**src/rtl/tristate_mon_pkg.sv**
```systemverilog
// Shared types and defaults for the tristate sample monitor.
//   mon_state_t      : run-control FSM state
//   CNT_W_DEF        : default counter width
//   NUM_SAMPLES_DEF  : default samples per run
package tristate_mon_pkg;
  localparam int CNT_W_DEF       = 16;
  localparam int NUM_SAMPLES_DEF = 10000;

  typedef enum logic [1:0] {IDLE, RUN, DONE} mon_state_t;
endpackage

```
**src/rtl/tristate_edge_sync.sv**
```systemverilog
// Input register stage for the DUT's en/a/b plus the en rise detector.
//   clk, rst : clock, async active-high reset
//   en, a, b : raw DUT enable, driven value, observed value
//   rise     : high for one cycle after en is first sampled high
//   a_s1     : a sampled on the same edge as the en rise
//   b_s1     : b sampled on the same edge as the en rise
module tristate_edge_sync (
  input  logic clk,
  input  logic rst,
  input  logic en,
  input  logic a,
  input  logic b,
  output logic rise,
  output logic a_s1,
  output logic b_s1
);
  logic en_s1_q, en_s2_q, a_s1_q, b_s1_q;

  always_ff @(posedge clk or posedge rst) begin
    if (rst) begin
      en_s1_q <= 1'b0;
      en_s2_q <= 1'b0;
      a_s1_q  <= 1'b0;
      b_s1_q  <= 1'b0;
    end else begin
      en_s1_q <= en;
      en_s2_q <= en_s1_q;
      a_s1_q  <= a;
      b_s1_q  <= b;
    end
  end

  assign rise = en_s1_q & ~en_s2_q;
  assign a_s1 = a_s1_q;
  assign b_s1 = b_s1_q;
endmodule

```
**src/rtl/tristate_sample_monitor.sv**
```systemverilog
// Downstream checker: on each en rise compares a against b, counts samples
// and mismatches, records the first mismatch index, and flags done/pass/fail
// after NUM_SAMPLES samples.
//   clk, rst        : clock, async active-high reset
//   start           : pulse; clears counters and begins a run (IDLE/DONE only)
//   en, a, b        : DUT enable, driven value, observed value
//   busy, done      : run in progress / run complete
//   pass, fail      : done with no mismatch / sticky mismatch seen
//   sample_cnt      : samples taken this run
//   err_cnt         : mismatches, saturating
//   first_err_idx   : 0-based index of first mismatch (valid with first_err_vld)
module tristate_sample_monitor
  import tristate_mon_pkg::*;
#(
  parameter int CNT_W       = CNT_W_DEF,
  parameter int NUM_SAMPLES = NUM_SAMPLES_DEF
) (
  input  logic             clk,
  input  logic             rst,
  input  logic             start,
  input  logic             en,
  input  logic             a,
  input  logic             b,
  output logic             busy,
  output logic             done,
  output logic             pass,
  output logic             fail,
  output logic [CNT_W-1:0] sample_cnt,
  output logic [CNT_W-1:0] err_cnt,
  output logic [CNT_W-1:0] first_err_idx,
  output logic             first_err_vld
);
  localparam logic [CNT_W-1:0] N_C = CNT_W'(NUM_SAMPLES);

  logic rise, a_s1, b_s1;

  tristate_edge_sync u_sync (
    .clk  (clk),
    .rst  (rst),
    .en   (en),
    .a    (a),
    .b    (b),
    .rise (rise),
    .a_s1 (a_s1),
    .b_s1 (b_s1)
  );

  mon_state_t       state_q, state_d;
  logic [CNT_W-1:0] cnt_q, cnt_d, err_q, err_d, idx_q, idx_d;
  logic             fail_q, fail_d, fev_q, fev_d;

  always_comb begin
    state_d = state_q;
    cnt_d   = cnt_q;
    err_d   = err_q;
    idx_d   = idx_q;
    fail_d  = fail_q;
    fev_d   = fev_q;
    case (state_q)
      IDLE, DONE: begin
        // A rise coinciding with start is dropped; the clear wins.
        if (start) begin
          state_d = RUN;
          cnt_d   = '0;
          err_d   = '0;
          idx_d   = '0;
          fail_d  = 1'b0;
          fev_d   = 1'b0;
        end
      end
      RUN: begin
        // Leave RUN the cycle after the final sample lands, so done
        // trails the last counter update by one cycle.
        if (cnt_q == N_C) begin
          state_d = DONE;
        end else if (rise) begin
          cnt_d = cnt_q + CNT_W'(1);
          if (a_s1 != b_s1) begin
            if (err_q != '1) err_d = err_q + CNT_W'(1);
            fail_d = 1'b1;
            if (!fev_q) begin
              fev_d = 1'b1;
              idx_d = cnt_q;
            end
          end
        end
      end
      default: state_d = IDLE;
    endcase
  end

  always_ff @(posedge clk or posedge rst) begin
    if (rst) begin
      state_q <= IDLE;
      cnt_q   <= '0;
      err_q   <= '0;
      idx_q   <= '0;
      fail_q  <= 1'b0;
      fev_q   <= 1'b0;
    end else begin
      state_q <= state_d;
      cnt_q   <= cnt_d;
      err_q   <= err_d;
      idx_q   <= idx_d;
      fail_q  <= fail_d;
      fev_q   <= fev_d;
    end
  end

  assign busy          = (state_q == RUN);
  assign done          = (state_q == DONE);
  assign pass          = done & ~fail_q;
  assign fail          = fail_q;
  assign sample_cnt    = cnt_q;
  assign err_cnt       = err_q;
  assign first_err_idx = idx_q;
  assign first_err_vld = fev_q;
endmodule

```
**config.mk**
```make
export PLATFORM = sky130hd
export DESIGN_NAME = tristate_sample_monitor
export DESIGN_NICKNAME = d
export VERILOG_FILES = /design/src/rtl/tristate_mon_pkg.sv /design/src/rtl/tristate_edge_sync.sv /design/src/rtl/tristate_sample_monitor.sv
export SDC_FILE = /design/constraint.sdc
export NUM_CORES = 1
export LEC_CHECK = 0
export CORE_MARGIN = 3
export CORE_UTILIZATION = 55
export CTS_BUF_LIST = sky130_fd_sc_hd__clkbuf_4 sky130_fd_sc_hd__clkbuf_8
export CTS_CLUSTER_DIAMETER = 150
export DETAILED_ROUTE_END_ITERATION = 10
export GPL_TIMING_DRIVEN = 0
export PLACE_DENSITY = 0.85
export SLEW_MARGIN = 20
export SYNTH_ARGS = -nofsm -noshare
export SYNTH_HDL_FRONTEND = slang
export SYNTH_SLANG_ARGS = --single-unit
```
**constraint.sdc**
```tcl
create_clock -name clk -period 3.85 [get_ports clk]
set_clock_uncertainty 0.1 [all_clocks]
set_input_delay 0.9625 -clock clk [delete_from_list [all_inputs] [get_ports clk]]
set_output_delay 0.9625 -clock clk [all_outputs]
set_load 0.03 [all_outputs]
```
==> metrics <==
routability congestion estimate from global placement=0.808; critical path startpoint category=register; fraction of final layout cells with drive strength greater than 1=11.4%; FP Rows=25; Diodes inserted=0; register area share after synthesis=48.8%; status=finished, final reports clean; delay of the slowest cell on the worst path=710 ps; post-route clock period utilization=88.3%; Syn Area/Cell=10.2 µm²; Worst IR Drop VDD=334 µV; PortBufs=58; max-cap check violation count=0; Synth area leaders=dfrtp_1, nand2_1, o21ai_0; final hold vios=0; Vert. Die Dim=77.6 µm; top cell types by occurrence after synthesis=dfrtp_1, nand2_1, o21ai_0; worst min-delay path class=reg2reg; Skew-Pair Late Insertion Delay=310 ps; async set or reset register ratio after synthesis=100%; terminus of the critical flop-to-flop path=err_cnt[3]$_DFFE_PP0P_; Simple-Gate Fraction of Synth Area=22.5%; type of the worst setup path=reg2out; fraction of power spent switching nets=37.9%; clock network fraction of design power=19.7%; largest family of logic cells by synthesized area=simple AND/OR/NAND/NOR gates; required time reported for the critical path endpoint=2790 ps; internal cell power=0.00111 W; worst path cell trace=or2b_4 > inv_1 > buf_2 > buf_2 > clkdlybuf4s50_1; Synth Area in XOR/XNOR=1.55%; io pins=59; chip width=77.6 µm; cell at the slowest stage of the critical path=clkdlybuf4s50_1; total clock sinks=55; number of global-route vias before repair=2439; hold depth=0; via-per-instance ratio=6.02; mux cell area share after synthesis=0.355%; violation count after the first detailed-route iteration=186; shortest clock period the worst path allows after layout=3400 ps; library cell appearing most often on the critical path=buf_2; largest net degree at the start of global routing=56; total net switching power=0.000678 W; antenna violations before repair=0; # resized after CTS=0; Hold Startpoint=u_sync.en_s1_q$_DFF_PP0_; endpoint class of the critical path=output pin; area of the placeable core=0.00485 mm²; clock slew at the register clock pins of the worst setup and hold paths=80 ps; PwrDens=498 mW/mm²; Max-slew headroom=55.2%; register bit count reported by yosys=55; cell at the root of the clock tree=clkbuf_8; terminating pin of the worst hold path=u_sync.en_s2_q$_DFF_PP0_; cell count after synthesis=276; number of buffers between clock root and the deepest sink=2; Netlist cell types=54; CTS tree=done; setup repair after global routing missed its margin=false; count of endpoints failing setup in the final report=0; arithmetic-cell share of the synthesized area counting full adders, half adders and majority gates=1.33%; area of the die=0.00602 mm²; fraction of the mapped netlist area in compound gates=20.6%; portion of synthesized cell area occupied by the leading cell type=48.8%; number of buffers created by CTS=5; register-to-register path setup slack=1580 ps; post-route core utilization=74.1%; hold buffer count at CTS=0; Routed WL=6.79 mm; number of flops mapped to enable cells by yosys=0; total vias in the final route=2462; Arr. time, crit path=2340 ps; Final nets=350; top-count cell post-synth=dfrtp_1; post-CTS setup repair buffer count=0; Critical Path Fanout Max=10; summed negative setup slack over all endpoints=0 ps; sequential power share=44.2%; total routing resource utilization after global routing=24.7%; combinational group share of total power=36.1%; total count of max-transition violations in the final report=0; yosys synthesis warning count=0; primary flip-flop cell chosen by synthesis mapping=dfrtp_1; static leakage power=1.44 nW; detailed placement HPWL=4.86 mm; TritonRoute pass-1 iters=5; startpoint of the worst-slack reg-to-reg timing path=err_cnt[0]$_DFFE_PP0P_; measured slew at the worst slew-check pin=672 ps; Routed wire per std cell=16.6 µm; remaining number of nets flagged by the antenna check after routing=0; GRT overflow=0; number of cells on the worst reg-to-reg path=6; maximum operating frequency=0.294 GHz; starting density of the core=58.2%; Syn-to-layout area delta=27.3%; wire length of the first global-routing pass=12.0 mm; DRC violations left=0; cell taking the most area after synthesis=dfrtp_1; number of H-tree levels=2; mapped cell area=0.00282 mm²; Syn Nets=285
## area by class of cell
class                   count  area [µm²]
well taps                  67        83.8
multi-input cells         198        1310
clock buffers               8         104
inverters                  10        40.0
fillers                   379        1260
flip-flops and latches     55        1380
plain buffers              13        98.8
repair buffers             58         581
## routing by layer
layer	routed length [µm]	part of all wire, %	GRT usage, %	vias to the layer above
met5	0	0	0	-
met4	116	1.7	8.72	0
met3	341	5.0	3.36	11
met2	3310	49	40.2	92
met1	3030	45	33.8	1214
li1	-	-	-	1145
## per-stage QoR
stage	hold slack (ps)	setup WS (ps)	total power, W	instance area (µm²)	std cells
CTS	300	461	0.00180	3590	409
global route	309	341	0.00189	3590	409
floorplan	255	1440	0.00117	2820	276
finish	299	451	0.00179	3590	409
global placement	264	464	0.00143	3480	401
detailed placement	280	811	0.00145	3490	401
## registers in the layout, indices dropped and copies added, names as in the netlist
signal and cells:
err_cnt 16, first_err_idx 16, first_err_vld 1, sample_cnt 16, state_q 2, u_sync.a_s1 1, u_sync.b_s1 1, u_sync.en_s1_q 1
u_sync.en_s2_q 1
## worst max-delay path: cells and delay by family, from the launching register on
family | cells | cell delay (ps)
flops | 1 | 380
buf+inv | 4 | 1320
simple gates | 1 | 330
## power by group through the flow
stage               logic [W]  registers, W  clock network (W)
detailed placement   0.000647      0.000803                  0
global placement     0.000631      0.000796                  0
CTS                  0.000650      0.000791           0.000359
floorplan            0.000220      0.000954                  0
global route         0.000690      0.000810           0.000389
finish               0.000646      0.000791           0.000352
## worst max-delay path by stage
stage / cells after the start / slack [ps] / to / startpoint
floorplan: 1 / 1440 / err_cnt[0]$_DFFE_PP0P_ / rst
detailed placement: 5 / 810 / busy / state_q[0]$_DFFE_PP0P_
global route: 5 / 340 / busy / state_q[0]$_DFFE_PP0P_
global placement: 2 / 460 / first_err_idx[3]$_DFFE_PP0P_ / rst
CTS: 5 / 460 / busy / state_q[0]$_DFFE_PP0P_
finish: 5 / 450 / busy / state_q[0]$_DFFE_PP0P_
## cell families (layout without fill, tap and decap cells)
group,Yosys count,after routing
simple gates,107,107
fa+ha+maj,3,3
mux,1,1
xor+xnor,5,5
buf+inv,23,89
compound gates,82,82
flops,55,55
## cells in the final DEF (no fill, tap or decap), drive strengths merged, types with 4 or more instances in the layout
cell and instances:
clkdlybuf4s50 58, dfrtp 55, nand2 38, o21ai 31, nand3 12, buf 12, a22o 10, nor2 10
inv 10, o31ai 9, clkbuf 9, nor3 8, a21oi 7, o211ai 7, or3 6, nand4 6
nor4 5, xor2 4, o22a 4, and3 4
Note: power is estimated with default switching activity, not from simulation.
